**src/rtl/jtag_shifter_if.sv**
```systemverilog
// Command/response bus between a JTAG shifter engine and the controller that feeds it.
// The controller drives through the master modport; the shifter uses the slave modport.
interface jtag_shifter_if #(
    parameter int DATA_WIDTH = 32
) ();
    localparam int LW = $clog2(DATA_WIDTH + 1);

    logic                  cmd_valid;
    logic                  cmd_ready;
    logic [LW-1:0]         cmd_len;
    logic [DATA_WIDTH-1:0] cmd_tms;
    logic [DATA_WIDTH-1:0] cmd_tdi;
    logic                  rsp_valid;
    logic                  rsp_ready;
    logic [DATA_WIDTH-1:0] rsp_tdo;

    modport master (
        output cmd_valid, cmd_len, cmd_tms, cmd_tdi, rsp_ready,
        input  cmd_ready, rsp_valid, rsp_tdo
    );

    modport slave (
        input  cmd_valid, cmd_len, cmd_tms, cmd_tdi, rsp_ready,
        output cmd_ready, rsp_valid, rsp_tdo
    );
endinterface

```
**src/rtl/jtag_shifter.sv**
```systemverilog
// JTAG bit shifter: drives TMS/TDI bit by bit and captures TDO, one command per handshake.
// Optional legacy GPIO bit-bang path is enabled with the JTAG_SHIFTER_GPIO_BYPASS_EN macro.
module jtag_shifter #(
    parameter int DATA_WIDTH = 32,
    parameter int CLK_DIV    = 4
) (
    input  logic          clk,
    input  logic          resetn,
    jtag_shifter_if.slave bus,
    output logic          tck,
    output logic          tms,
    output logic          tdi,
    input  logic          tdo
`ifdef JTAG_SHIFTER_GPIO_BYPASS_EN
    ,
    input  logic          bypass,
    input  logic [3:0]    gpio_o,
    output logic [3:0]    gpio_i
`endif
);
    localparam int LW = $clog2(DATA_WIDTH + 1);
    localparam int IW = (DATA_WIDTH > 1) ? $clog2(DATA_WIDTH) : 1;
    localparam int DW = (CLK_DIV > 1) ? $clog2(CLK_DIV) : 1;

    typedef enum logic [1:0] {
        IDLE = 2'd0,
        LOW  = 2'd1,
        HIGH = 2'd2,
        DONE = 2'd3
    } state_t;

    state_t                state_r;
    state_t                state_nxt_s;
    logic [DW-1:0]         div_r;
    logic [IW-1:0]         idx_r;
    logic [IW-1:0]         idx_inc_s;
    logic [LW-1:0]         len_r;
    logic [LW-1:0]         eff_len_s;
    logic [DATA_WIDTH-1:0] tms_sh_r;
    logic [DATA_WIDTH-1:0] tdi_sh_r;
    logic [DATA_WIDTH-1:0] rsp_tdo_r;
    logic                  tck_r;
    logic                  tms_r;
    logic                  tdi_r;
    logic                  rsp_valid_r;
    logic                  cmd_ready_r;
    logic                  cmd_ready_s;
    logic                  accept_s;
    logic                  div_last_s;
    logic                  last_bit_s;

    // Requested lengths beyond the register width are clipped to the width.
    function automatic logic [LW-1:0] eff_len(input logic [LW-1:0] len);
        if (len > LW'(DATA_WIDTH)) begin
            return LW'(DATA_WIDTH);
        end else begin
            return len;
        end
    endfunction

    assign eff_len_s  = eff_len(bus.cmd_len);
    assign accept_s   = bus.cmd_valid & cmd_ready_s;
    assign div_last_s = (div_r == DW'(CLK_DIV - 1));
    assign idx_inc_s  = idx_r + IW'(1'b1);
    assign last_bit_s = ((LW'(idx_r) + LW'(1'b1)) >= len_r);

    // Next-state logic for the shift sequencer.
    always_comb begin
        state_nxt_s = state_r;
        case (state_r)
            IDLE: begin
                if (accept_s) begin
                    if (eff_len_s == {LW{1'b0}}) begin
                        state_nxt_s = DONE;
                    end else begin
                        state_nxt_s = LOW;
                    end
                end else begin
                    state_nxt_s = IDLE;
                end
            end
            LOW: begin
                if (div_last_s) begin
                    state_nxt_s = HIGH;
                end else begin
                    state_nxt_s = LOW;
                end
            end
            HIGH: begin
                if (div_last_s) begin
                    if (last_bit_s) begin
                        state_nxt_s = DONE;
                    end else begin
                        state_nxt_s = LOW;
                    end
                end else begin
                    state_nxt_s = HIGH;
                end
            end
            DONE: begin
                if (bus.rsp_ready) begin
                    state_nxt_s = IDLE;
                end else begin
                    state_nxt_s = DONE;
                end
            end
            default: state_nxt_s = IDLE;
        endcase
    end

    // State register.
    always_ff @(posedge clk or negedge resetn) begin
        if (!resetn) begin
            state_r <= IDLE;
        end else begin
            state_r <= state_nxt_s;
        end
    end

    // Datapath: divider, bit index, pin drivers, TDO capture and handshake flags.
    always_ff @(posedge clk or negedge resetn) begin
        if (!resetn) begin
            div_r       <= {DW{1'b0}};
            idx_r       <= {IW{1'b0}};
            len_r       <= {LW{1'b0}};
            tms_sh_r    <= {DATA_WIDTH{1'b0}};
            tdi_sh_r    <= {DATA_WIDTH{1'b0}};
            rsp_tdo_r   <= {DATA_WIDTH{1'b0}};
            tck_r       <= 1'b0;
            tms_r       <= 1'b1;
            tdi_r       <= 1'b0;
            rsp_valid_r <= 1'b0;
            cmd_ready_r <= 1'b0;
        end else begin
            rsp_valid_r <= (state_nxt_s == DONE);
            // Ready only reopens after a full cycle in IDLE, giving the one-cycle gap after a response.
            cmd_ready_r <= (state_r == IDLE) && (state_nxt_s == IDLE);
            if (state_nxt_s != state_r) begin
                div_r <= {DW{1'b0}};
            end else if ((state_r == LOW) || (state_r == HIGH)) begin
                div_r <= div_r + DW'(1'b1);
            end else begin
                div_r <= {DW{1'b0}};
            end
            if (accept_s) begin
                tms_sh_r  <= bus.cmd_tms;
                tdi_sh_r  <= bus.cmd_tdi;
                rsp_tdo_r <= {DATA_WIDTH{1'b0}};
                idx_r     <= {IW{1'b0}};
                len_r     <= eff_len_s;
                if (state_nxt_s == LOW) begin
                    tms_r <= bus.cmd_tms[0];
                    tdi_r <= bus.cmd_tdi[0];
                end else begin
                    tms_r <= tms_r;
                    tdi_r <= tdi_r;
                end
            end else if ((state_r == LOW) && (state_nxt_s == HIGH)) begin
                tck_r            <= 1'b1;
                rsp_tdo_r[idx_r] <= tdo;
            end else if ((state_r == HIGH) && (state_nxt_s == LOW)) begin
                tck_r <= 1'b0;
                idx_r <= idx_inc_s;
                tms_r <= tms_sh_r[idx_inc_s];
                tdi_r <= tdi_sh_r[idx_inc_s];
            end else if ((state_r == HIGH) && (state_nxt_s == DONE)) begin
                tck_r <= 1'b0;
            end else begin
                tck_r <= tck_r;
            end
        end
    end

    assign bus.rsp_valid = rsp_valid_r;
    assign bus.rsp_tdo   = rsp_tdo_r;
    assign bus.cmd_ready = cmd_ready_s;

`ifdef JTAG_SHIFTER_GPIO_BYPASS_EN
    logic byp_act_s;
    logic unused_gpio_s;

    // Bit-bang only takes over the pins while the engine is parked in IDLE.
    assign byp_act_s     = bypass & (state_r == IDLE);
    assign unused_gpio_s = gpio_o[3];
    assign cmd_ready_s   = cmd_ready_r & ~byp_act_s;
    assign tdi           = byp_act_s ? gpio_o[0] : tdi_r;
    assign tms           = byp_act_s ? gpio_o[1] : tms_r;
    assign tck           = byp_act_s ? gpio_o[2] : tck_r;
    assign gpio_i        = byp_act_s ? {tdo, 3'b000} : 4'b0000;
`else
    assign cmd_ready_s   = cmd_ready_r;
    assign tdi           = tdi_r;
    assign tms           = tms_r;
    assign tck           = tck_r;
`endif

endmodule
```
**src/flat_wrapper.sv**
```systemverilog
// flat-port wrapper written by rule: the top's interface ports become plain ports
module jtag_shifter_flat 
#(
    parameter int DATA_WIDTH = 32,
    parameter int CLK_DIV    = 4
)
  (clk, resetn, tck, tms, tdi, tdo, bus_cmd_valid, bus_cmd_len, bus_cmd_tms, bus_cmd_tdi, bus_rsp_ready, bus_cmd_ready, bus_rsp_valid, bus_rsp_tdo);
  jtag_shifter_if #(.DATA_WIDTH(DATA_WIDTH)) bus_i ();
  input  logic clk;
  input  logic resetn;
  output logic tck;
  output logic tms;
  output logic tdi;
  input  logic tdo;
  input wire logic [$bits(bus_i.cmd_valid)-1:0] bus_cmd_valid;
  input wire logic [$bits(bus_i.cmd_len)-1:0] bus_cmd_len;
  input wire logic [$bits(bus_i.cmd_tms)-1:0] bus_cmd_tms;
  input wire logic [$bits(bus_i.cmd_tdi)-1:0] bus_cmd_tdi;
  input wire logic [$bits(bus_i.rsp_ready)-1:0] bus_rsp_ready;
  output wire logic [$bits(bus_i.cmd_ready)-1:0] bus_cmd_ready;
  output wire logic [$bits(bus_i.rsp_valid)-1:0] bus_rsp_valid;
  output wire logic [$bits(bus_i.rsp_tdo)-1:0] bus_rsp_tdo;
  assign bus_i.cmd_valid = bus_cmd_valid;
  assign bus_i.cmd_len = bus_cmd_len;
  assign bus_i.cmd_tms = bus_cmd_tms;
  assign bus_i.cmd_tdi = bus_cmd_tdi;
  assign bus_i.rsp_ready = bus_rsp_ready;
  assign bus_cmd_ready = bus_i.cmd_ready;
  assign bus_rsp_valid = bus_i.rsp_valid;
  assign bus_rsp_tdo = bus_i.rsp_tdo;
  jtag_shifter #(.DATA_WIDTH(DATA_WIDTH), .CLK_DIV(CLK_DIV)) u_core (.clk(clk), .resetn(resetn), .bus(bus_i), .tck(tck), .tms(tms), .tdi(tdi), .tdo(tdo));
endmodule
```
**config.mk**
```make
export PLATFORM = sky130hd
export DESIGN_NAME = jtag_shifter_flat
export DESIGN_NICKNAME = d
export VERILOG_FILES = /design/src/rtl/jtag_shifter_if.sv /design/src/rtl/jtag_shifter.sv /design/src/flat_wrapper.sv
export SDC_FILE = /design/constraint.sdc
export NUM_CORES = 1
export LEC_CHECK = 0
export ABC_CLOCK_PERIOD_IN_PS = 3100
export BUFFER_PORTS_ARGS = -buffer_cell sky130_fd_sc_hd__buf_2
export CELL_PAD_IN_SITES_DETAIL_PLACEMENT = 1
export CELL_PAD_IN_SITES_GLOBAL_PLACEMENT = 2
export CORE_ASPECT_RATIO = 1.25
export CORE_UTILIZATION = 34
export CTS_CLUSTER_SIZE = 12
export DETAILED_ROUTE_END_ITERATION = 7
export GPL_TIMING_DRIVEN = 0
export PLACE_DENSITY_LB_ADDON = 0.1
export SYNTH_ARGS = -nofsm -noshare
export SYNTH_HDL_FRONTEND = slang
export SYNTH_SLANG_ARGS = --single-unit
```
**constraint.sdc**
```tcl
create_clock -name clk -period 3.1 [get_ports clk]
set_input_delay 0.775 -clock clk [delete_from_list [all_inputs] [get_ports clk]]
set_output_delay 0.775 -clock clk [all_outputs]
set_load 0.05 [all_outputs]
```
==> qor.txt <==
hpwl dp: 12.60 mm
root buf cell: clkbuf_16
DR DRC count: 0
async set-reset flop share out of synthesis: 100.0%
Final nets: 836
Clock Latency Late Sink: 0.42 ns
fin. max-slew vios: 0
Clock Pin Slew Worst Setup and Hold Paths: 0.05 ns
Mapped Avg Cell Area: 9.585 um^2
Req. time, crit path: 3.43 ns
fin area: 7431 um^2
gr usage total: 20.85%
status: complete, no violations
die height: 149.0 um
I/O pin total: 112
first-pass GRT wire length: 28.11 mm
DRT iter0 DRCs: 197
initial core utilization: 34.88%
Syn Std Cell Area: 5876 um^2
area grow syn2layout: 26.47%
total CTS buffers: 17
drt pass-1 iters: 4
antenna-violating nets left: 0
most common cell after layout, fill and taps aside: nand2_1
vias in the first global route: 5,425
leak pwr: 0.003535 uW
top cell type's share of synthesized area: 48.98%
row cnt: 53
cells after synthesis: 613
endpoints failing hold: 0
RSZ-0062 raised after global routing: true
Synthesis Warnings: 0
final setup fails: 0
Worst setup SP type: flop
Die ar.: 17,810 um^2
Synth area leader: dfrtp_1
# clock sinks: 116
Slew headroom: 45.56%
via/cell ratio: 5.081
largest net degree at the start of global routing: 67
Worst-Margin Slew: 0.8166 ns
Worst Setup Path Type: flop to flop
CTS tree: yes
Mapped Nets: 703
Worst EP arrival: 3.32 ns
max-cap violations: 0
Yosys reg bits: 116
routed via count: 4,964
CP max FO: 10
layout cell share with drive strength beyond 1: 24.17%
wire length per cell: 17.83 um
hold_buf cts: 0
CP Capture Type: flop
GRT overflow: 0
hold_ws: 0.2981 ns
Clock Skew: 0.004359 ns
placed standard-cell area: 6740 um^2
Post-synth EDFFs: 0
initial antenna violation count: 0
Clock H-tree levels: 4
worst vdd ir: 0.0003395 V
worst hold path class: input port to asynchronous set/reset pin
PwrDens: 786.8 nW/um^2
top_reg_cell synth: dfrtp_1
Antenna diodes: 0
commonest cells after routing, fill and taps aside: 227 x nand2_1, 114 x dfrtp_1, 112 x buf_2, 37 x clkbuf_1, 27 x mux2i_1
clock buffer depth: 2
GP Congestion: 0.7782
post-synthesis sequential area ratio: 49.43%
most area-consuming cells after synthesis: dfrtp_1 49%, nand2_1 15%, mux2i_1 4.6%, mux4_1 3.6%, ha_1 3.2%
Port Buffers: 111
count of different cell masters after synthesis: 45
Post-Route WL: 17.42 mm
Final Critical Period: 2.987 ns
chip width: 119.6 um
Tcrit/Tclk final: 96.35%
core box area: 16,840 um^2
Max Freq: 334.8 MHz
state kept, by name (all words and copies together), names as in the netlist:
name and count:
u_core.bus.cmd_ready 1, u_core.tms_sh_r 32, u_core.tms 1, u_core.tck 1
u_core.tdi_sh_r 32, u_core.idx_r 5, u_core.bus.rsp_valid 1, u_core.len_r 6
u_core.state_r 2, u_core.div_r 2, u_core.bus.rsp_tdo 32, u_core.tdi 1
routing by layer:
| layer | global-route usage, % | share of wire (%) | wire length [um] |
|---|---|---|---|
| met5 | 0 | 0 | 0 |
| met4 | 8.500 | 2.6 | 448 |
| met3 | 4.740 | 4.0 | 689 |
| met2 | 37.89 | 53 | 9299 |
| met1 | 23.38 | 40 | 6984 |
worst paths after layout:
kind | start | to | slack (ns) | cells after the start
max | u_core.idx_r[0] | u_core.idx_r[3] | 0.11 | 11
min | resetn | u_core.bus.rsp_valid | 0.30 | 1
max reg2reg | u_core.idx_r[0] | u_core.idx_r[3] | 0.11 | 11
min reg2reg | u_core.div_r[0] | u_core.div_r[0] | 0.44 | 1
max in group asynchronous | resetn | u_core.tms | 2.04 | 2
min in group clk | u_core.div_r[0] | u_core.div_r[0] | 0.44 | 1
Yosys cell counts (3+ instances only):
master	n
inv_1	12
ha_1	15
o21ai_0	10
nand2_1	227
mux4_1	8
a21oi_1	21
xnor2_1	4
nor2_1	6
nor4_1	18
mux2i_1	27
nor3_1	17
mux4_2	8
and2_1	3
buf_2	3
or3_1	4
dfrtp_1	115
nand3b_1	10
clkbuf_1	39
nand3_1	20
o41ai_1	14
o31ai_1	3
power breakdown:
part	total [uW]	switching (uW)	internal [uW]
combinational	1710	1120	595
clock	1900	661	1240
sequential	2240	244	1990
total	5850	2020	3820
layout make-up:
class / instances / area (um^2)
Multi-Input combinational cell: 439 / 2804
Clock buffer: 26 / 489.2
Clock inverter: 4 / 72.57
Sequential cell: 116 / 2905
Buffer: 44 / 224.0
Timing Repair Buffer: 115 / 611.8
Tap cell: 220 / 275.3
Fill cell: 1974 / 9413
Inverter: 13 / 48.80
repair_timing:
item | 4_1_cts | 5_1_grt
pin swaps | 1 | 2
resized for setup | 14 | 17
endpoints found under the setup margin | 38 | 36
buffers inserted | 2 | 1
worst max-delay path: stages, from the launching register on:
cell and delay, ns:
dfrtp_2 0.44, buf_12 0.18, buf_12 0.16, inv_1 0.10, ha_1 0.33, ha_1 0.28, a21oi_1 0.19, o221ai_2 0.16
a21oi_4 0.27, inv_2 0.11, or4_1 0.48, a21oi_1 0.18
cell families (layout without fill, tap and decap cells):
logic type	Yosys count	count (layout)	synth area share (%)
DFF	116	116	49.43
xor gates and xnor gates	6	6	1.342
buffers and inverters	58	202	4.174
muxes	45	45	11.75
and+or+nand+nor	316	316	23.40
AOI/OAI and AO/OA	57	57	6.708
adders and majority gates	15	15	3.194
stage by stage:
| step | util (%) | instances | setup slack (ns) | power [uW] | setup TNS, ns |
|---|---|---|---|---|---|
| 2_1_floorplan | - | 613 | 0.2126 | 3359 | 0 |
| 3_3_place_gp | 39.82 | 944 | -0.7670 | 3872 | -35.59 |
| 3_5_place_dp | 40.02 | 945 | -0.7563 | 3963 | -9.281 |
| 4_1_cts | 43.72 | 977 | 0.04530 | 5919 | 0 |
| 5_1_grt | 44.12 | 977 | -0.04482 | 6236 | -0.06742 |
| 6_report | 44.12 | 977 | 0.1132 | 5847 | 0 |
No activity file was read; power rests on OpenSTA's default activity.
